<file path="config.mk">
export PLATFORM = sky130hd
export DESIGN_NAME = comp_bitstream_mux
export DESIGN_NICKNAME = d
export VERILOG_FILES = /design/src/rtl/comp_bitstream_mux.sv
export SDC_FILE = /design/constraint.sdc
export NUM_CORES = 1
export LEC_CHECK = 0
export ABC_CLOCK_PERIOD_IN_PS = 7990
export CAP_MARGIN = 15
export CORE_ASPECT_RATIO = 2
export CORE_MARGIN = 1
export CORE_UTILIZATION = 55
export DETAILED_ROUTE_END_ITERATION = 6
export PLACE_DENSITY = 0.8
export SYNTH_ARGS = -nofsm -noshare
export SYNTH_HDL_FRONTEND = slang
export SYNTH_SLANG_ARGS = --single-unit
</file>
<file path="constraint.sdc">
create_clock -name clk -period 7.99 [get_ports clk]
set_input_delay 1.598 -clock clk [delete_from_list [all_inputs] [get_ports clk]]
set_output_delay 1.598 -clock clk [all_outputs]
set_load 0.005 [all_outputs]
</file>
<file path="src/rtl/comp_bitstream_mux.sv">
// Merges per-component JPEG bitstreams (Y, Cb, Cr) into one word stream, one whole block per channel in turn.
// Optional macro COMP_MUX_SKIP_EMPTY_EN: swallow empty end-of-block entries without an output beat.
module comp_bitstream_mux #(
  parameter int NUM_CH     = 3,
  parameter int DATA_W     = 32,
  parameter int ORC_W      = 5,
  parameter int FIFO_DEPTH = 8
) (
  input  logic                          clk,
  input  logic                          rst,
  input  logic [NUM_CH*DATA_W-1:0]      ch_bitstream,
  input  logic [NUM_CH-1:0]             ch_data_ready,
  input  logic [NUM_CH-1:0]             ch_block_end,
  input  logic [NUM_CH*ORC_W-1:0]       ch_orc,
  input  logic [NUM_CH-1:0]             ch_eob_empty,
  output logic [DATA_W-1:0]             out_word,
  output logic [5:0]                    out_nbits,
  output logic [$clog2(NUM_CH)-1:0]     out_ch,
  output logic                          out_last,
  output logic                          out_valid,
  input  logic                          out_ready,
  output logic [15:0]                   mcu_count,
  output logic [NUM_CH-1:0]             overflow
);
  localparam int CW = $clog2(NUM_CH);
  localparam int AW = $clog2(FIFO_DEPTH);
  localparam int EW = DATA_W + 7;

  typedef enum logic {IDLE, DRAIN} state_t;

  state_t              state_q, state_d;
  logic [CW-1:0]       cur_q, cur_d;
  logic [15:0]         mcu_q, mcu_d;
  logic [EW-1:0]       head [NUM_CH];
  logic [NUM_CH-1:0]   not_empty;
  logic [NUM_CH-1:0]   pop;
  logic [EW-1:0]       head_cur;
  logic [5:0]          head_nbits;
  logic                head_last;
  logic                cur_ne;
  logic                skip;
  logic                hs;
  logic                pop_any;

  // Entry layout: {word, nbits[5:0], last}
  for (genvar gi = 0; gi < NUM_CH; gi++) begin : g_ch
    logic [EW-1:0]     mem [FIFO_DEPTH];
    logic [AW-1:0]     wr_ptr_q, rd_ptr_q;
    logic [AW:0]       cnt_q, cnt_d;
    logic              pend_q, pend_d;
    logic [EW-1:0]     pend_ent_q, pend_ent_d;
    logic              ovf_q;
    logic [DATA_W-1:0] slice;
    logic [ORC_W-1:0]  orc;
    logic [5:0]        res_nbits;
    logic [EW-1:0]     data_ent, end_ent, push_ent;
    logic              want, collide, accept;

    assign slice     = ch_bitstream[gi*DATA_W +: DATA_W];
    assign orc       = ch_orc[gi*ORC_W +: ORC_W];
    assign res_nbits = (orc == '0) ? 6'(DATA_W) : 6'(orc);
    assign data_ent  = {slice, 6'(DATA_W), 1'b0};
    assign end_ent   = ch_eob_empty[gi] ? {{DATA_W{1'b0}}, 6'd0, 1'b1} : {slice, res_nbits, 1'b1};

    // A latched block-end entry owns the push port for one cycle; anything else arriving then is lost.
    always_comb begin
      want       = 1'b0;
      collide    = 1'b0;
      push_ent   = data_ent;
      pend_d     = pend_q;
      pend_ent_d = pend_ent_q;
      if (pend_q) begin
        want     = 1'b1;
        push_ent = pend_ent_q;
        pend_d   = 1'b0;
        collide  = ch_data_ready[gi] | ch_block_end[gi];
      end else if (ch_data_ready[gi]) begin
        want = 1'b1;
        if (ch_block_end[gi]) begin
          pend_d     = 1'b1;
          pend_ent_d = end_ent;
        end
      end else if (ch_block_end[gi]) begin
        want     = 1'b1;
        push_ent = end_ent;
      end
    end

    assign accept = want & ((cnt_q != (AW+1)'(FIFO_DEPTH)) | pop[gi]);

    always_comb begin
      case ({accept, pop[gi]})
        2'b10:   cnt_d = cnt_q + 1'b1;
        2'b01:   cnt_d = cnt_q - 1'b1;
        default: cnt_d = cnt_q;
      endcase
    end

    always_ff @(posedge clk or negedge rst) begin
      if (!rst) begin
        wr_ptr_q   <= '0;
        rd_ptr_q   <= '0;
        cnt_q      <= '0;
        pend_q     <= 1'b0;
        pend_ent_q <= '0;
        ovf_q      <= 1'b0;
      end else begin
        if (accept)  wr_ptr_q <= wr_ptr_q + 1'b1;
        if (pop[gi]) rd_ptr_q <= rd_ptr_q + 1'b1;
        cnt_q      <= cnt_d;
        pend_q     <= pend_d;
        pend_ent_q <= pend_ent_d;
        ovf_q      <= ovf_q | collide | (want & ~accept);
      end
    end

    always_ff @(posedge clk) begin
      if (accept) mem[wr_ptr_q] <= push_ent;
    end

    assign head[gi]      = mem[rd_ptr_q];
    assign not_empty[gi] = (cnt_q != '0);
    assign overflow[gi]  = ovf_q;
  end

  assign head_cur   = head[cur_q];
  assign head_nbits = head_cur[6:1];
  assign head_last  = head_cur[0];
  assign cur_ne     = not_empty[cur_q];

`ifdef COMP_MUX_SKIP_EMPTY_EN
  assign skip = (state_q == DRAIN) & cur_ne & head_last & (head_nbits == 6'd0);
`else
  assign skip = 1'b0;
`endif

  always_comb begin
    state_d   = state_q;
    cur_d     = cur_q;
    mcu_d     = mcu_q;
    pop       = '0;
    out_valid = (state_q == DRAIN) & cur_ne & ~skip;
    hs        = out_valid & out_ready;
    pop_any   = hs | skip;
    pop[cur_q] = pop_any;
    case (state_q)
      IDLE:    if (cur_ne) state_d = DRAIN;
      DRAIN:   if (!cur_ne && !hs) state_d = IDLE;
      default: state_d = IDLE;
    endcase
    if (pop_any && head_last) begin
      cur_d = (cur_q == CW'(NUM_CH-1)) ? '0 : cur_q + 1'b1;
      if (cur_q == CW'(NUM_CH-1)) mcu_d = mcu_q + 16'd1;
    end
  end

  always_ff @(posedge clk or negedge rst) begin
    if (!rst) begin
      state_q <= IDLE;
      cur_q   <= '0;
      mcu_q   <= '0;
    end else begin
      state_q <= state_d;
      cur_q   <= cur_d;
      mcu_q   <= mcu_d;
    end
  end

  // Gating on out_valid keeps every output at zero while idle or in reset.
  assign out_word  = out_valid ? head_cur[EW-1:7] : '0;
  assign out_nbits = out_valid ? head_nbits : 6'd0;
  assign out_last  = out_valid & head_last;
  assign out_ch    = out_valid ? cur_q : '0;
  assign mcu_count = mcu_q;

endmodule

</file>
**Yosys cells after proc, flatten, opt, wreduce, memory -nomap -nowiden**

Memories as Yosys holds them, arrays and structs flattened.
Index checks and enable logic that the tools add are counted.

- Bits of input ports: 123
- Word-level logic and storage cells: 155
- Output and inout port bits: 61
- Flip-flop bits (word level): 172
- Memories kept: 3
- RAM bits: 936

- Muxes and demuxes: 56
- Add/subtract/negate cells: 14
- Magnitude comparators: 3
- Reduce and logical (&&, ||, !) cells: 18
- Bitwise operators: 30
- Eq/ne operators: 10

Memory list:

| memory | depth | width | read ports | clocked after memory_dff | wr ports | RTL line | RTL |
|---|---|---|---|---|---|---|---|
| g_ch[0].mem | 8 | 39 | 1 | 0 | 1 | 47 | `logic [EW-1:0] mem [FIFO_DEPTH];` |
| g_ch[1].mem | 8 | 39 | 1 | 0 | 1 | 47 |  |
| g_ch[2].mem | 8 | 39 | 1 | 0 | 1 | 47 |  |

Operators by type and width:

| cell | number |
|---|---|
| two-way mux 39 bit | 14 |
| binary-select mux 39 bit (select 2 bit) | 1 |
| two-way mux 32 bit | 1 |
| two-way mux 1 bit | 28 |
| two-way mux 6 bit | 4 |
| case mux 4 bit (2 select lines) | 3 |
| adder 3 x 1 -> 3 bit, second input constant | 6 |
| adder 16 x 1 -> 16 bit, second input constant | 1 |
| zero test 5 bit | 3 |
| adder 4 x 1 -> 4 bit, second input constant | 3 |
| != test 4 bit, second input constant | 3 |
| OR 1 bit | 12 |
| nonzero test 4 bit | 3 |
| subtractor 4 x 1 -> 4 bit, second input constant | 3 |
| AND 1 bit | 9 |
| AND reduction 3 bit | 3 |
| equality test 2 bit, second input constant | 4 |
| inverter 1 bit | 7 |
| equality test 2 x 1 -> 1 bit, second input constant | 3 |
| nonzero test 2 bit | 3 |
| two-way mux 2 bit | 2 |
| AND 3 bit | 1 |
| >= comparator 3 bit, second input constant | 1 |
| logical AND 1 bit | 3 |
| other kinds (9) | 10 |

**Depth between registers and ports, before layout**

Gate-level depths: netlist (run 1).

- Word-level depth: 11
- Mapped depth: 11
- Gate-level depth less buffers: 11

**Worst setup path after synthesis (run 1)**

Ideal clock, no wire load.

- Path kind: input-to-reg
- Start: input port out_ready
- End: memory g_ch[2].mem[2][0] (netlist name) (enable)
- Cell stages on the path: 4
- Setup slack: 1360 ps
- Arrival: 6084 ps
- Path buffers: 0
- Data required time: 7444 ps
- Cell sequence: nand4b_1 nand3_1 nand2_1 nor4b_1

- Cells in the longest elaborated chain, start to end: 6

Ends and longest elaborated chain:

| what | RTL line | RTL |
|---|---|---|
| start: declaration | 21 | `input logic out_ready,` |
| AND 1 bit | 143 | `hs = out_valid & out_ready;` |
| AND 3 bit (no source line) | - |  |
| OR 1 bit | 89 | `assign accept = want & ((cnt_q != (AW+1)'(FIFO_DEPTH)) \| pop[gi]);` |
| AND 1 bit | 89 |  |
| two-way mux 1 bit | 118 | `if (accept) mem[wr_ptr_q] <= push_ent;` |
| two-way mux 1 bit (implied by the code) | 118 |  |
| end: declaration | 47 |  |

Every way passes these cells.

**Final worst setup path (run 1)**

- Start: register g_ch[0].rd_ptr_q[0]
- End: output port out_last

- Cells in the longest elaborated chain, start to end: 5

Ends and longest elaborated chain:

| what | RTL line | RTL |
|---|---|---|
| start: declaration | 48 | `logic [AW-1:0] wr_ptr_q, rd_ptr_q;` |
| start signal: assignment | 109 | `if (pop[gi]) rd_ptr_q <= rd_ptr_q + 1'b1;` |
| memory read (8 x 39 bit) | - |  |
| binary-select mux 39 bit (select 2 bit) | 126 | `assign head_cur = head[cur_q];` |
| two-way mux 39 bit (implied by the code) (2 in a row) | 126 |  |
| AND 1 bit | 172 | `assign out_last = out_valid & head_last;` |
| end: declaration | 19 | `output logic out_last,` |

Every way passes these cells. The select of a mux whose other input is x is not followed.

==> results of run 1 <==
==> metrics by stage <==
stage          util, %  hold slack (ps)  std cells  cell area, um2
6_report          62.9              473       4091           51200
5_1_grt           62.9              479       4091           51200
4_1_cts           62.9              475       4089           51200
3_5_place_dp      59.2              454       3924           48100
2_1_floorplan        -              435       2817           45200
3_3_place_gp      59.2              449       3924           48100
==> cell usage in the layout, fill, tap and decap left out, types with 5 or more instances in the layout <==
| master | netlist | routed |
|---|---|---|
| sky130_fd_sc_hd__edfxtp_1 | 936 | 936 |
| sky130_fd_sc_hd__mux2i_1 | 315 | 315 |
| sky130_fd_sc_hd__nand2_1 | 246 | 246 |
| sky130_fd_sc_hd__clkdlybuf4s50_1 | 0 | 182 |
| sky130_fd_sc_hd__dfrtp_1 | 172 | 168 |
| sky130_fd_sc_hd__o21ai_0 | 119 | 119 |
| sky130_fd_sc_hd__nand2b_1 | 117 | 116 |
| sky130_fd_sc_hd__a22oi_1 | 115 | 115 |
| sky130_fd_sc_hd__a22o_1 | 111 | 111 |
| sky130_fd_sc_hd__clkbuf_16 | 0 | 90 |
| sky130_fd_sc_hd__nand3_1 | 80 | 80 |
| sky130_fd_sc_hd__mux4_2 | 77 | 77 |
| sky130_fd_sc_hd__buf_4 | 20 | 52 |
| sky130_fd_sc_hd__mux2_2 | 48 | 48 |
| sky130_fd_sc_hd__a21oi_1 | 41 | 41 |
| sky130_fd_sc_hd__a31oi_1 | 43 | 40 |
| sky130_fd_sc_hd__xnor2_1 | 28 | 28 |
| sky130_fd_sc_hd__nor2_1 | 29 | 22 |
| sky130_fd_sc_hd__inv_1 | 18 | 18 |
| sky130_fd_sc_hd__clkinv_2 | 0 | 17 |
| sky130_fd_sc_hd__nand4_1 | 15 | 15 |
| sky130_fd_sc_hd__ha_1 | 13 | 13 |
| sky130_fd_sc_hd__nor3_1 | 20 | 11 |
| sky130_fd_sc_hd__nor3_2 | 1 | 10 |
| sky130_fd_sc_hd__clkinv_1 | 0 | 10 |
| sky130_fd_sc_hd__clkinvlp_4 | 0 | 10 |
| sky130_fd_sc_hd__bufinv_16 | 0 | 9 |
| sky130_fd_sc_hd__clkbuf_8 | 0 | 8 |
| sky130_fd_sc_hd__clkbuf_1 | 97 | 7 |
| sky130_fd_sc_hd__a21o_1 | 6 | 6 |
| sky130_fd_sc_hd__or3_1 | 6 | 6 |
| sky130_fd_sc_hd__nor3b_2 | 0 | 6 |
| sky130_fd_sc_hd__xor2_1 | 6 | 6 |
| sky130_fd_sc_hd__nor4_1 | 8 | 5 |
| sky130_fd_sc_hd__nor2b_1 | 9 | 5 |
| sky130_fd_sc_hd__nor2_4 | 1 | 5 |
| sky130_fd_sc_hd__clkinv_4 | 0 | 5 |
==> synthesized netlist by cell type, types with 3 or more instances <==
master / instances
sky130_fd_sc_hd__a21o_1: 6
sky130_fd_sc_hd__a21oi_1: 41
sky130_fd_sc_hd__a22o_1: 111
sky130_fd_sc_hd__a22oi_1: 115
sky130_fd_sc_hd__a31oi_1: 43
sky130_fd_sc_hd__a32oi_1: 4
sky130_fd_sc_hd__and3_1: 4
sky130_fd_sc_hd__buf_1: 13
sky130_fd_sc_hd__buf_2: 42
sky130_fd_sc_hd__buf_4: 20
sky130_fd_sc_hd__buf_6: 7
sky130_fd_sc_hd__clkbuf_1: 97
sky130_fd_sc_hd__dfrtp_1: 172
sky130_fd_sc_hd__edfxtp_1: 936
sky130_fd_sc_hd__fa_1: 3
sky130_fd_sc_hd__ha_1: 13
sky130_fd_sc_hd__inv_1: 18
sky130_fd_sc_hd__mux2_2: 48
sky130_fd_sc_hd__mux2i_1: 315
sky130_fd_sc_hd__mux4_2: 77
sky130_fd_sc_hd__nand2_1: 246
sky130_fd_sc_hd__nand2b_1: 117
sky130_fd_sc_hd__nand3_1: 80
sky130_fd_sc_hd__nand3b_1: 4
sky130_fd_sc_hd__nand4_1: 15
sky130_fd_sc_hd__nor2_1: 29
sky130_fd_sc_hd__nor2b_1: 9
sky130_fd_sc_hd__nor3_1: 20
sky130_fd_sc_hd__nor3b_1: 8
sky130_fd_sc_hd__nor4_1: 8
sky130_fd_sc_hd__nor4b_1: 3
sky130_fd_sc_hd__o21ai_0: 119
sky130_fd_sc_hd__or2_2: 3
sky130_fd_sc_hd__or3_1: 6
sky130_fd_sc_hd__xnor2_1: 28
sky130_fd_sc_hd__xor2_1: 6
==> logic make-up after synthesis <==
kind of cell,count (synthesis),synth area share [%]
DFF,1108,71.7
and+or+nand+nor,572,6.32
AOI/OAI and AO/OA,449,6.82
muxes,440,12.0
buffers and inverters,198,2.04
xor gates and xnor gates,34,0.658
adders and majority gates,16,0.492
==> final cells by class <==
class,instances,area (um2),area share (%)
Antenna cell,1,2.50,0.00489
Inverter,18,67.6,0.132
Clock buffer,104,2370,4.64
Clock inverter,61,632,1.23
Tap cell,1050,1310,2.57
Multi-Input combinational cell,1511,12100,23.6
Sequential cell,1108,32400,63.4
Timing Repair Buffer,238,2280,4.46
==> sequential cells by signal (all words and copies together) (netlist names) <==
register         count
cur_q                2
g_ch.cnt_q          12
g_ch.mem           936
g_ch.ovf_q           3
g_ch.pend_ent_q    117
g_ch.pend_q          3
g_ch.rd_ptr_q        9
g_ch.wr_ptr_q        9
mcu_count           16
state_q              1
==> per-layer routing <==
metal	up-vias	part of all wire (%)	global-route usage, %
met3	338	7.9	4.43
met1	13200	33	31.7
li1	11200	-	-
met5	-	0.0079	0
met2	1428	52	47.2
met4	2	7.2	18.5
==> how the worst max path moves through the flow <==
stage / slack, ps / from / cells after the start / end
final: 2060 / g_ch[0].rd_ptr_q[0]$_DFFE_PN0P_ / 7 / out_last
after global routing: 1990 / g_ch[0].rd_ptr_q[0]$_DFFE_PN0P_ / 7 / out_last
after global placement: 2810 / g_ch[0].rd_ptr_q[0]$_DFFE_PN0P_ / 7 / out_last
after detailed placement: 2850 / cur_q[0]$_DFFE_PN0P_ / 6 / out_last
after CTS: 2080 / g_ch[0].rd_ptr_q[0]$_DFFE_PN0P_ / 7 / out_last
after floorplan: 1360 / out_ready / 4 / g_ch[2].mem[2][0]$_DFFE_PP_
==> where the power goes <==
part	internal [mW]	leakage [nW]	switching, mW
clock	2.45	1.45	2.06
sequential	7.72	10.9	0.648
combinational	1.97	5.47	3.32
==> run summary, run 1 <==
GLOBAL ROUTING
---------------------------------------------------------------------------------
Overall routing resource usage                                              27.6%
Antenna violations before repair                                                2
Largest net degree at the start of global routing                             105
Global-route wire length before repair                                     168 mm
Gr ovfl total                                                                   0
Via count of the first global-routing pass                                  27.2k

DIE
---------------------------------------------------------------------------------
Boundary Pins                                                                 184
Die width                                                                  205 um
Starting utilization of the core area                                       55.6%
Die ar.                                                                 83400 um2
Core area                                                               81300 um2
Count of standard-cell rows                                                   148
Die height                                                                 408 um

CELLS AND AREA
---------------------------------------------------------------------------------
Area added between synthesis and finish                                     13.1%
Final nets                                                                   3104
Share of cells above drive strength 1                                       12.6%
Fill count                                                                   5459

POWER AND IR DROP
---------------------------------------------------------------------------------
IR drop worst, VDD                                                     0.000236 V
Power consumption                                                         18.2 mW
Pleak                                                                     17.8 nW
Cell Pwr Density                                                       355 nW/um2

CLOCK TREE
---------------------------------------------------------------------------------
Total clock sinks                                                            1108
Quantity of hold-fixing buffers added after cts                                 0
Number of post-CTS setup repair buffers                                         0
TritonCTS buffer count                                                         88
Clock latency of the later-clocked register in the worst-skew pair         700 ps
Post_cts resized                                                                0
Maximum level of the CTS H-tree                                                 3
TritonCTS clock tree                                                         done
Clock-pin transition on the worst setup and hold timing paths               70 ps
Clock Root Buffer                                                    sky130_fd_sc_hd__clkbuf_16
Max Root-Sink Buffers                                                           3

YOSYS
---------------------------------------------------------------------------------
Most area-hungry cell type in the Yosys netlist                      sky130_fd_sc_hd__edfxtp_1
Cell variety after synth                                                       62
Number of enable-type register cells in the synthesized netlist               936
Total of flip-flops plus latches after synthesis                             1108
Ys flop type                                                         sky130_fd_sc_hd__edfxtp_1
Synthesized netlist net count                                                2956
Asr flop ratio synth                                                        15.5%
Average footprint of a synthesized cell                                  16.1 um2
Cells taking the most area after synthesis                           sky130_fd_sc_hd__edfxtp_1 62%, sky130_fd_sc_hd__dfrtp_1 9.5%, sky130_fd_sc_hd__mux2i_1 7.0%, sky130_fd_sc_hd__mux4_2 3.8%, sky130_fd_sc_hd__a22o_1 2.1%
Warning count from the yosys run                                                0
Area fraction of the dominant cell type after synthesis                     62.1%
Netlist Area Pre-Place                                                  45200 um2
Number of instances in the synthesized netlist                               2817
Share of synthesized area occupied by flip-flops and latches                71.7%

DETAILED ROUTING
---------------------------------------------------------------------------------
Drt drc                                                                         0
Final ANT Viol Nets                                                             0
Routed via count                                                            26.1k
Total wirelength of the detailed-routed design                             114 mm
WL per Instance                                                           27.8 um
Post-DR vias/cell                                                            6.39
Length of the first detailed-routing pass in iterations                         5
Starting DRC count in detailed routing                                       2358

WORST SETUP PATH
---------------------------------------------------------------------------------
Count of buffer and inverter cells on the critical path                         2
WS Path Type                                                              reg2out
Max incr delay on CP                                                       990 ps
FF-to-FF setup slack                                                      4190 ps
Critical Path, Cell by Cell                                          buf_4 -> nor2_1 -> a32oi_1 -> nand4_1 -> or2_0 -> a21oi_1 -> clkdlybuf4s50_1
Biggest fanout along the worst timing path                                     20
Beginning of the worst register-to-register path                     cur_q[0]$_DFFE_PN0P_
Capture point of the worst reg-to-reg path                           g_ch[1].mem[2][32]$_DFFE_PP_
Kind of end point of the critical path                                output port
Slowest stage cell on the critical path                              sky130_fd_sc_hd__dfrtp_1
Required time of the worst setup path                                     6390 ps
Arrival time at the worst endpoint                                        4330 ps
Worst Reg-to-Reg Cells                                                          6
Top Family by Delay on Critical Path                                 buffers and inverters
Startpoint class of the critical path                                    register

STA
---------------------------------------------------------------------------------
Aggregate negative setup slack                                               0 ps
Slew Viols, Final                                                               0
Worst slew pin tran                                                       1140 ps
RSZ-0062 raised after global routing                                        false
Highest attainable clock frequency                                        169 MHz
Final setup margin                                                        2060 ps
Number of hold violations in the final report                                   0
Slew HR                                                                     23.7%
Final setup skew                                                          32.0 ps
Final Critical Period                                                     5930 ps
Setup Viol. Count Final                                                         0
Final period util                                                           74.2%

HOLD PATH
---------------------------------------------------------------------------------
Start point of the worst min-delay path                              mcu_count[15]$_DFFE_PN0P_
Worst min-delay path endpoint                                        mcu_count[15]$_DFFE_PN0P_
HP Class                                                                  reg2reg
Hold Crit Depth                                                                 1

PLACEMENT
---------------------------------------------------------------------------------
Port Buf Inserts                                                              183
Final estimated routing congestion in global placement                      0.849
Worst slack, placed                                                       2850 ps
HPWL after detailed placement                                             69.8 mm

RUN STATUS
---------------------------------------------------------------------------------
Status                                                               complete, no violations

FLOW RUN
---------------------------------------------------------------------------------
Number of max-capacitance violations reported                                   0

Note: power is estimated with default switching activity, not from simulation.
==> run 2: changes to the inputs <==
- ABC_CLOCK_PERIOD_IN_PS: 7990 -> 5350
- PLACE_DENSITY: 0.8 -> 0.83
- clock period: 7.99 -> 5.35 ns (I/O delays scaled with it)
==> run 2 against run 1 <==
  * Sequential share of layout area decreased by 0.39 points
  * Count of clock-buffer cells in the layout rose by 8
  * Non-clock buffer count increased by 19
==> run summary, run 2 (same netlist as run 1, synthesis figures left out) <==
RUN STATUS
---------------------------------------------------------------------------------
Status                                                               complete, no violations   unchanged

DETAILED ROUTING
---------------------------------------------------------------------------------
Routed via count                                                            25.9k   was 26.1k
Length of the first detailed-routing pass in iterations                         7   was 5
Starting DRC count in detailed routing                                       2940   was 2358
WL per Instance                                                           27.0 um   was 27.8 um
Drt drc                                                                         0   unchanged
Total wirelength of the detailed-routed design                             111 mm   was 114 mm
Final ANT Viol Nets                                                             0   unchanged
Post-DR vias/cell                                                            6.30   was 6.39

STA
---------------------------------------------------------------------------------
Slew Viols, Final                                                               0   unchanged
Worst slew pin tran                                                       1140 ps   about the same
Final Critical Period                                                     5060 ps
Aggregate negative setup slack                                               0 ps   unchanged
Highest attainable clock frequency                                        198 MHz
Number of hold violations in the final report                                   0   unchanged
Slew HR                                                                     23.8%   was 23.7%
Worst Hold Margin                                                          469 ps   was 473 ps
Setup Viol. Count Final                                                         0   unchanged
Final setup skew                                                          27.9 ps   was 32.0 ps
RSZ-0062 raised after global routing                                        false   unchanged
Final period util                                                           94.6%

CLOCK TREE
---------------------------------------------------------------------------------
Clock Root Buffer                                                    sky130_fd_sc_hd__clkbuf_16   unchanged
Quantity of hold-fixing buffers added after cts                                 0   unchanged
Total clock sinks                                                            1108   unchanged
Clock latency of the later-clocked register in the worst-skew pair         670 ps   was 700 ps
Maximum level of the CTS H-tree                                                 3   unchanged
Post_cts resized                                                                0   unchanged
TritonCTS clock tree                                                         done   unchanged
Number of post-CTS setup repair buffers                                         0   unchanged
Max Root-Sink Buffers                                                           3   unchanged
Clock-pin transition on the worst setup and hold timing paths               70 ps   about the same
TritonCTS buffer count                                                         90   was 88

WORST SETUP PATH
---------------------------------------------------------------------------------
Kind of end point of the critical path                                output port   unchanged
WS Path Type                                                              reg2out   unchanged
FF-to-FF setup slack                                                      1430 ps   was 4190 ps
Biggest fanout along the worst timing path                                     61   was 20
Required time of the worst setup path                                     4280 ps   was 6390 ps
Startpoint class of the critical path                                    register   unchanged
Arrival time at the worst endpoint                                        3990 ps   was 4330 ps

CELLS AND AREA
---------------------------------------------------------------------------------
Fill count                                                                   5363   was 5459
Antenna Diode Count                                                             0   was 1
Share of cells above drive strength 1                                       12.7%   was 12.6%
Layout Cells excl Fill                                                       4112   was 4091
Commonest non-fill, non-tap cell in the layout                       sky130_fd_sc_hd__edfxtp_1   unchanged
Most flops, register                                                     g_ch.mem   unchanged
Area added between synthesis and finish                                     13.9%   was 13.1%
Most used cells in the layout excluding fill and tap cells           936 x sky130_fd_sc_hd__edfxtp_1, 315 x sky130_fd_sc_hd__mux2i_1, 245 x sky130_fd_sc_hd__nand2_1, 182 x sky130_fd_sc_hd__clkdlybuf4s50_1, 168 x sky130_fd_sc_hd__dfrtp_1   was 936 x sky130_fd_sc_hd__edfxtp_1, 315 x sky130_fd_sc_hd__mux2i_1, 246 x sky130_fd_sc_hd__nand2_1, 182 x sky130_fd_sc_hd__clkdlybuf4s50_1, 168 x sky130_fd_sc_hd__dfrtp_1
Max FFs per register                                                          936   unchanged
Finished layout cell area                                               51500 um2   was 51200 um2
Final nets                                                                   3125   was 3104

POWER AND IR DROP
---------------------------------------------------------------------------------
Pleak                                                                     17.9 nW   was 17.8 nW
Power consumption                                                         27.2 mW   was 18.2 mW
Cell Pwr Density                                                       529 nW/um2   was 355 nW/um2
IR drop worst, VDD                                                     0.000261 V   was 0.000236 V

DIE
---------------------------------------------------------------------------------
Core area                                                               81300 um2   unchanged
Die ar.                                                                 83400 um2   unchanged
Die width                                                                  205 um   unchanged
Die height                                                                 408 um   unchanged
Boundary Pins                                                                 184   unchanged
Starting utilization of the core area                                       55.6%   unchanged
Count of standard-cell rows                                                   148   unchanged

GLOBAL ROUTING
---------------------------------------------------------------------------------
Largest net degree at the start of global routing                              93   was 105
Antenna violations before repair                                                1   was 2
Global-route wire length before repair                                     165 mm   was 168 mm
Gr ovfl total                                                                   0   unchanged
Via count of the first global-routing pass                                  27.0k   was 27.2k
Overall routing resource usage                                              26.9%   was 27.6%

PLACEMENT
---------------------------------------------------------------------------------
Port Buf Inserts                                                              183   unchanged
Final estimated routing congestion in global placement                      0.873   was 0.849
HPWL after detailed placement                                             70.4 mm   was 69.8 mm
Instance area after placement                                           48400 um2   was 48100 um2
Total instance count after detailed placement                                3943   was 3924

FLOW RUN
---------------------------------------------------------------------------------
Number of max-capacitance violations reported                                   0   unchanged

HOLD PATH
---------------------------------------------------------------------------------
HP Class                                                                  reg2reg   unchanged

[run 2: cell types whose count changed in the layout (fill, tap and decap cells not counted), moves of 3 or more]
cell and delta:
sky130_fd_sc_hd__buf_12 +9, sky130_fd_sc_hd__clkbuf_8 -4, sky130_fd_sc_hd__clkbuf_16 +4, sky130_fd_sc_hd__clkbuf_1 +9, sky130_fd_sc_hd__clkinv_1 +5, sky130_fd_sc_hd__clkinv_4 -4, sky130_fd_sc_hd__clkinv_2 -4, sky130_fd_sc_hd__nor4_4 +3
sky130_fd_sc_hd__buf_4 +10, sky130_fd_sc_hd__nor4_2 -3
[run 2: path summary, 6_finish.rpt]
path	to	start	depth (start not counted)
worst max-delay path	out_word[28]	g_ch[2].rd_ptr_q[1]$_DFFE_PN0P_	6
worst max register to register	g_ch[1].cnt_q[3]$_DFFE_PN0P_	cur_q[0]$_DFFE_PN0P_	11
min in group asynchronous	mcu_count[9]$_DFFE_PN0P_	rst	1
worst min register to register	g_ch[0].pend_ent_q[0]$_DFFE_PN0P_	g_ch[0].pend_ent_q[0]$_DFFE_PN0P_	1
worst min-delay path	g_ch[0].pend_ent_q[0]$_DFFE_PN0P_	g_ch[0].pend_ent_q[0]$_DFFE_PN0P_	1
max in group asynchronous	g_ch[1].rd_ptr_q[1]$_DFFE_PN0P_	rst	2
[run 2: area by class of cell]
| cell class | instances | area (um2) | share of cell area [%] |
|---|---|---|---|
| Inverter | 18 | 67.6 | 0.131 |
| Timing Repair Buffer | 257 | 2550 | 4.94 |
| Clock inverter | 56 | 602 | 1.17 |
| Tap cell | 1050 | 1310 | 2.55 |
| Multi-Input combinational cell | 1511 | 12100 | 23.5 |
| Clock buffer | 112 | 2430 | 4.72 |
| Sequential cell | 1108 | 32400 | 63.0 |
[run 2: layer usage]
layer,wire length (um),share of wire (%),vias up,global-route usage (%)
met5,13,0.012,-,0
li1,-,-,11200,-
met4,7980,7.2,2,18.5
met2,57200,52,1344,45.9
met1,37600,34,13000,31.1
met3,8040,7.3,306,3.90
[run 2: worst max-delay path, cell delays in order, from the launching register on]
cell and delay (ps):
sky130_fd_sc_hd__dfrtp_4 1090, sky130_fd_sc_hd__buf_4 440, sky130_fd_sc_hd__mux2i_1 130, sky130_fd_sc_hd__a22oi_1 250
sky130_fd_sc_hd__nand3_1 250, sky130_fd_sc_hd__a31oi_1 500, sky130_fd_sc_hd__clkdlybuf4s50_1 600
[run 2: report_power, final]
| part | leakage (nW) | switching, mW | internal, mW | total, mW |
|---|---|---|---|---|
| sequential | 10.9 | 0.941 | 11.5 | 12.5 |
| combinational | 5.61 | 4.90 | 3.07 | 7.97 |
| clock | 1.46 | 3.06 | 3.74 | 6.80 |
| total | 17.9 | 8.90 | 18.3 | 27.2 |
[run 2: per-stage QoR]
| step | setup WS [ps] | utilization [%] |
|---|---|---|
| floorplan | 53.1 | - |
| global placement | 1190 | 59.6 |
| detailed placement | 1150 | 59.6 |
| CTS | 329 | 63.3 |
| global route | 283 | 63.3 |
| finish | 290 | 63.3 |
